`config.mk`:
```
export PLATFORM = sky130hd
export DESIGN_NAME = reg_pipe
export DESIGN_NICKNAME = d
export VERILOG_FILES = /design/src/rtl/reg_pipe_pkg.sv /design/src/rtl/reg_pipe_stage.sv /design/src/rtl/reg_pipe.sv
export SDC_FILE = /design/constraint.sdc
export NUM_CORES = 1
export LEC_CHECK = 0
export CAP_MARGIN = 20
export CORE_ASPECT_RATIO = 0.8
export CORE_MARGIN = 3
export CORE_UTILIZATION = 35
export CTS_CLUSTER_DIAMETER = 30
export DETAILED_ROUTE_END_ITERATION = 10
export PLACE_DENSITY = 0.61
export SKIP_CTS_REPAIR_TIMING = 1
export SYNTH_ARGS = -nofsm -noshare
export SYNTH_HDL_FRONTEND = slang
export SYNTH_SLANG_ARGS = --single-unit
```
`constraint.sdc`:
```
create_clock -name clk -period 2.1 [get_ports clk]
set_input_delay 0.42 -clock clk [delete_from_list [all_inputs] [get_ports clk]]
set_output_delay 0.42 -clock clk [all_outputs]
set_load 0.005 [all_outputs]
```
`src/rtl/reg_pipe_pkg.sv`:
```
// Shared defaults and sizing helpers for the elastic register pipeline.
package reg_pipe_pkg;

    localparam int          DEF_WIDTH     = 8;
    localparam int          DEF_DEPTH     = 3;
    localparam logic [63:0] DEF_RESET_VAL = 64'h0000_0000_0000_0000;

    function automatic int occ_width(input int depth);
        if (depth < 32'sd1) begin
            return 32'sd1;
        end else begin
            return $clog2(depth + 32'sd1);
        end
    endfunction

endpackage

```
`src/rtl/reg_pipe_stage.sv`:
```
// One pipeline slot: valid bit plus data register with load/hold/flush behaviour.
module reg_pipe_stage
    import reg_pipe_pkg::*;
#(
    parameter int               WIDTH     = DEF_WIDTH,
    parameter logic [WIDTH-1:0] RESET_VAL = DEF_RESET_VAL[WIDTH-1:0]
) (
    input  logic             clk,
    input  logic             rst,
    input  logic             flush,
    input  logic             i_ready,
    input  logic             i_up_valid,
    input  logic [WIDTH-1:0] i_up_data,
    output logic             o_valid,
    output logic [WIDTH-1:0] o_data,
    output logic             o_valid_nxt
);

    logic             r_valid;
    logic [WIDTH-1:0] r_data;
    logic             w_valid_nxt;
    logic             w_load;

    // Next-state of the slot; data only moves when a valid item arrives.
    always_comb begin
        w_valid_nxt = r_valid;
        w_load      = 1'b0;
        if (flush) begin
            w_valid_nxt = 1'b0;
        end else if (i_ready) begin
            w_valid_nxt = i_up_valid;
            w_load      = i_up_valid;
        end else begin
            w_valid_nxt = r_valid;
        end
    end

    // Slot state register; reset dominates flush and transfers.
    always_ff @(posedge clk) begin
        if (rst) begin
            r_valid <= 1'b0;
            r_data  <= RESET_VAL;
        end else begin
            r_valid <= w_valid_nxt;
            if (w_load) begin
                r_data <= i_up_data;
            end
        end
    end

    assign o_valid     = r_valid;
    assign o_data      = r_data;
    assign o_valid_nxt = w_valid_nxt;

endmodule

```
`src/rtl/reg_pipe.sv`:
```
// Elastic DEPTH-stage register pipeline with bubble collapse, flush and occupancy count.
module reg_pipe
    import reg_pipe_pkg::*;
#(
    parameter int               WIDTH     = DEF_WIDTH,
    parameter int               DEPTH     = DEF_DEPTH,
    parameter logic [WIDTH-1:0] RESET_VAL = DEF_RESET_VAL[WIDTH-1:0]
) (
    input  logic                          clk,
    input  logic                          rst,
    input  logic                          flush,
    input  logic                          in_valid,
    input  logic [WIDTH-1:0]              in_data,
    output logic                          in_ready,
    output logic                          out_valid,
    output logic [WIDTH-1:0]              out_data,
    input  logic                          out_ready,
    output logic [occ_width(DEPTH)-1:0]   occupancy
);

    localparam int OW = occ_width(DEPTH);

    logic [DEPTH-1:0] w_valid;
    logic [DEPTH-1:0] w_valid_nxt;
    logic [DEPTH-1:0] w_ready;
    logic [WIDTH-1:0] w_data [DEPTH];
    logic             w_rdy_chain;
    logic [OW-1:0]    w_occ_nxt;
    logic [OW-1:0]    r_occupancy;

    // A slot may load when it is empty or its item moves on this cycle;
    // the chain only reads registered valid bits, so out_* never sees in_*.
    always_comb begin
        w_rdy_chain = out_ready;
        w_ready     = '0;
        for (int k = DEPTH - 1; k >= 0; k--) begin
            w_rdy_chain = ~w_valid[k] | w_rdy_chain;
            w_ready[k]  = w_rdy_chain;
        end
    end

    for (genvar k = 0; k < DEPTH; k++) begin : g_stage
        logic             w_up_valid;
        logic [WIDTH-1:0] w_up_data;

        if (k == 0) begin : g_head
            assign w_up_valid = in_valid;
            assign w_up_data  = in_data;
        end else begin : g_body
            assign w_up_valid = w_valid[k-1];
            assign w_up_data  = w_data[k-1];
        end

        reg_pipe_stage #(
            .WIDTH     (WIDTH),
            .RESET_VAL (RESET_VAL)
        ) u_stage (
            .clk         (clk),
            .rst         (rst),
            .flush       (flush),
            .i_ready     (w_ready[k]),
            .i_up_valid  (w_up_valid),
            .i_up_data   (w_up_data),
            .o_valid     (w_valid[k]),
            .o_data      (w_data[k]),
            .o_valid_nxt (w_valid_nxt[k])
        );
    end

    // Population count of the valid bits the stages will hold after this edge.
    always_comb begin
        w_occ_nxt = '0;
        for (int k = 0; k < DEPTH; k++) begin
            w_occ_nxt = w_occ_nxt + OW'(w_valid_nxt[k]);
        end
    end

    // Occupancy register tracks the stage valid bits edge for edge.
    always_ff @(posedge clk) begin
        if (rst) begin
            r_occupancy <= '0;
        end else begin
            r_occupancy <= w_occ_nxt;
        end
    end

    assign in_ready  = w_ready[0] & ~flush & ~rst;
    assign out_valid = w_valid[DEPTH-1];
    assign out_data  = w_data[DEPTH-1];
    assign occupancy = r_occupancy;

endmodule

```
==> flow_summary_export.csv <==
group,metric,value,unit
outcome,status,"finished clean",
synth,synth_cell_types,19,
critical_path,worstSetupPathType,"in2reg",
detailed_routing,drt-initial-drc-count,37,
clocking,clock_latency,0.27,ns
finish,fin_cells,191,
sta,period_minus_slack,1.84,ns
placement,gp_congestion,0.708,
detailed_routing,drt_pass1_iterations,4,
global_route,grt_max_degree,38,
global_route,antenna_found_initial,0,
sta,tns,0,ns
run,cap_viol_max_count,0,
sta,hold_viol,0,
synth,netlist_area,0.00121,mm²
power_and_ir_drop,vdd.ir_drop.worst,0.381,mV
power_and_ir_drop,p_leak,0.000619,µW
detailed_routing,wl_met1,1150,µm
floorplan,die-area,0.00420,mm²
synth,ys_ff_latch,29,
power_and_ir_drop,p_sw_share,20.5,%
power_and_ir_drop,p_switching,225,µW
detailed_routing,routed-wl-met2,938,µm
detailed_routing,drc,0,
placement,dp_cells,184,
clocking,cts_tree,"yes",
power_and_ir_drop,powerDensity,697,mW/mm²
global_route,grt_pass1_wl,3760,µm
synth,synth.avg_cell_area,9.75,µm²
sta,fin_crit_sh,87.8,%
sta,fmax,0.543,GHz
floorplan,row_count,18,
synth,synth_warnings,0,
global_route,grt_usage,12.0,%
floorplan,ios,25,
power_and_ir_drop,comb_power_share,7.6,%
critical_path,cp.required,2.25,ns
sta,worst_slew_pin_slew,0.484,ns
placement,hpwl,1600,µm
sta,drv_slew,0,
critical_path,cp_max_fo,3,
finish,syn_to_final_growth,30.1,%
sta,rsz0062_at_grt,"no",
detailed_routing,drt-vias-per-instance,4.76,
critical_path,timing.reg2reg.setup_slack,0.54,ns
detailed_routing,vias,909,
finish,antenna_cells,0,
finish,fin_nets,165,
global_route,grt_pass1_vias,843,
sta,setup_viol,0,
worst_hold_path,whs_path_depth,2,
floorplan,die_height,58.6,µm
power_and_ir_drop,seqPwrFrac,51.6,%
detailed_routing,route.met3.wl,121,µm
synth,syn_inst,124,
clocking,clk_pin_slew,0.06,ns
power_and_ir_drop,cellInternalPower,871,µW
finish,drive_gt1_share,8.61,%
critical_path,r2r_end,"occupancy[0]",
floorplan,start_util,37.8,%
critical_path,crit_start,"out_ready",
power_and_ir_drop,clock_power_share,40.8,%
synth,ys_seq_area_share,48.0,%
floorplan,coreArea,0.00320,mm²
sta,skew,0.00319,ns
clocking,cts_buffers,5,
clocking,cts_buffer_depth,2,
critical_path,cp-end-kind,"flop",
global_route,grt_overflow_total,0,
detailed_routing,wl_per_cell,11.7,µm
critical_path,r2r_cells,5,
clocking,cts_sinks,29,
critical_path,cp.arrival,1.99,ns
detailed_routing,postRouteAntennaNets,0,
worst_hold_path,whs_endpoint,"g_stage[2].u_stage.o_data[4]",
synth,synth_nets,138,
critical_path,critPathLaunchType,"input pin",
worst_hold_path,hp-start,"g_stage[1].u_stage.o_data[4]",
detailed_routing,highest_layer,"met4",
placement,portBuffers,24,
worst_hold_path,hold_class,"reg2reg",
detailed_routing,routed_wl,2240,µm
clocking,cts-htree-levels,2,
clocking,root_buffer,"clkbuf_8",
sta,slew_headroom,67.7,%
critical_path,r2r_start,"g_stage[1].u_stage.o_valid",
floorplan,fp.dieW,71.7,µm
[kinds of logic (layout without fill, tap and decap cells)]
group | Yosys count | in the layout | share of synthesized area [%]
simple gates | 49 | 49 | 24.0
mux | 16 | 16 | 13.3
fa+ha+maj | 1 | 1 | 1.66
compound gates | 18 | 18 | 7.76
buf+inv | 11 | 38 | 5.28
flops | 29 | 29 | 48.0
[cell usage after synthesis]
library cell | instances | area share [%]
a21oi_1 | 9 | 3.7
nand2b_1 | 25 | 13
o21ai_0 | 8 | 3.3
clkbuf_1 | 2 | 0.62
dfxtp_1 | 29 | 48
or2b_1 | 1 | 0.62
buf_6 | 2 | 1.9
fa_1 | 1 | 1.7
mux2i_1 | 16 | 13
nand3_1 | 8 | 3.3
nor3b_2 | 1 | 1.0
clkbuf_2 | 1 | 0.41
and4b_1 | 1 | 0.83
buf_2 | 5 | 2.1
nor2_1 | 5 | 1.6
nor3_1 | 4 | 1.7
a211o_1 | 1 | 0.72
nor2b_1 | 4 | 2.1
inv_1 | 1 | 0.31
[how the worst max path moves through the flow]
stage                   endpoint  slack, ns
detailed placement      in_ready      -0.13
finish              occupancy[0]       0.26
global route        occupancy[0]       0.14
global placement        in_ready      -0.10
floorplan           occupancy[0]       0.53
CTS                     in_ready      -0.13
[layer usage]
metal  vias up  GRT usage (%)
met2        21           16.9
li1        469              -
met1       415           15.4
met4         0           5.63
met5         -              0
met3         4           5.63
[per-stage QoR]
step / instance area [µm²] / utilization, % / power (µW) / hold WS [ns] / setup slack (ns)
5_1_grt: 1570 / 49.2 / 1150 / 0.485 / 0.139
4_1_cts: 1570 / 49.1 / 1110 / 0.474 / -0.129
3_3_place_gp: 1480 / 46.4 / 661 / 0.464 / -0.101
2_1_floorplan: 1210 / - / 625 / 0.444 / 0.527
3_5_place_dp: 1480 / 46.4 / 663 / 0.465 / -0.131
6_report: 1570 / 49.2 / 1100 / 0.474 / 0.257
[state kept, by name, summed over array words and instances (netlist names)]
register	count
g_stage.u_stage.o_data	24
occupancy	2
g_stage.u_stage.o_valid	3
[power by group through the flow]
stage	Sequential, µW	Clock (µW)	Combinational, µW
floorplan	577	0	48.0
global placement	577	0	83.5
detailed placement	578	0	85.0
CTS	566	461	85.4
global route	566	487	92.0
finish	566	447	83.7
[worst max-delay path: stages]
cell             delay, ns
clkdlybuf4s50_1       0.42
buf_4                 0.14
nor2b_1               0.18
a21oi_1               0.12
nor2_1                0.15
fa_1                  0.43
nor2b_1               0.13
[final cells by class]
| type | instances | area (µm²) |
|---|---|---|
| fill | 303 | 1630 |
| sequential | 29 | 581 |
| multi-input combinational | 84 | 564 |
| timing repair buffer | 30 | 288 |
| clock buffer | 7 | 86.3 |
| tap | 40 | 50.0 |
| inverter | 1 | 3.75 |
[placed cells by master (no fill, tap or decap)]
master	synthesis	layout
dfxtp_1	29	29
nand2b_1	25	25
clkdlybuf4s50_1	0	23
mux2i_1	16	16
a21oi_1	9	9
nand3_1	8	8
o21ai_0	8	8
clkbuf_8	0	6
buf_4	0	6
nor2_1	5	5
nor2b_1	4	4
nor3_1	4	4
and4b_1	1	1
or2b_1	1	1
nor3b_2	1	1
inv_1	1	1
a211o_1	1	1
fa_1	1	1
clkbuf_1	2	1
dlymetal6s2s_1	0	1
Power figures use the tool's default switching activity.
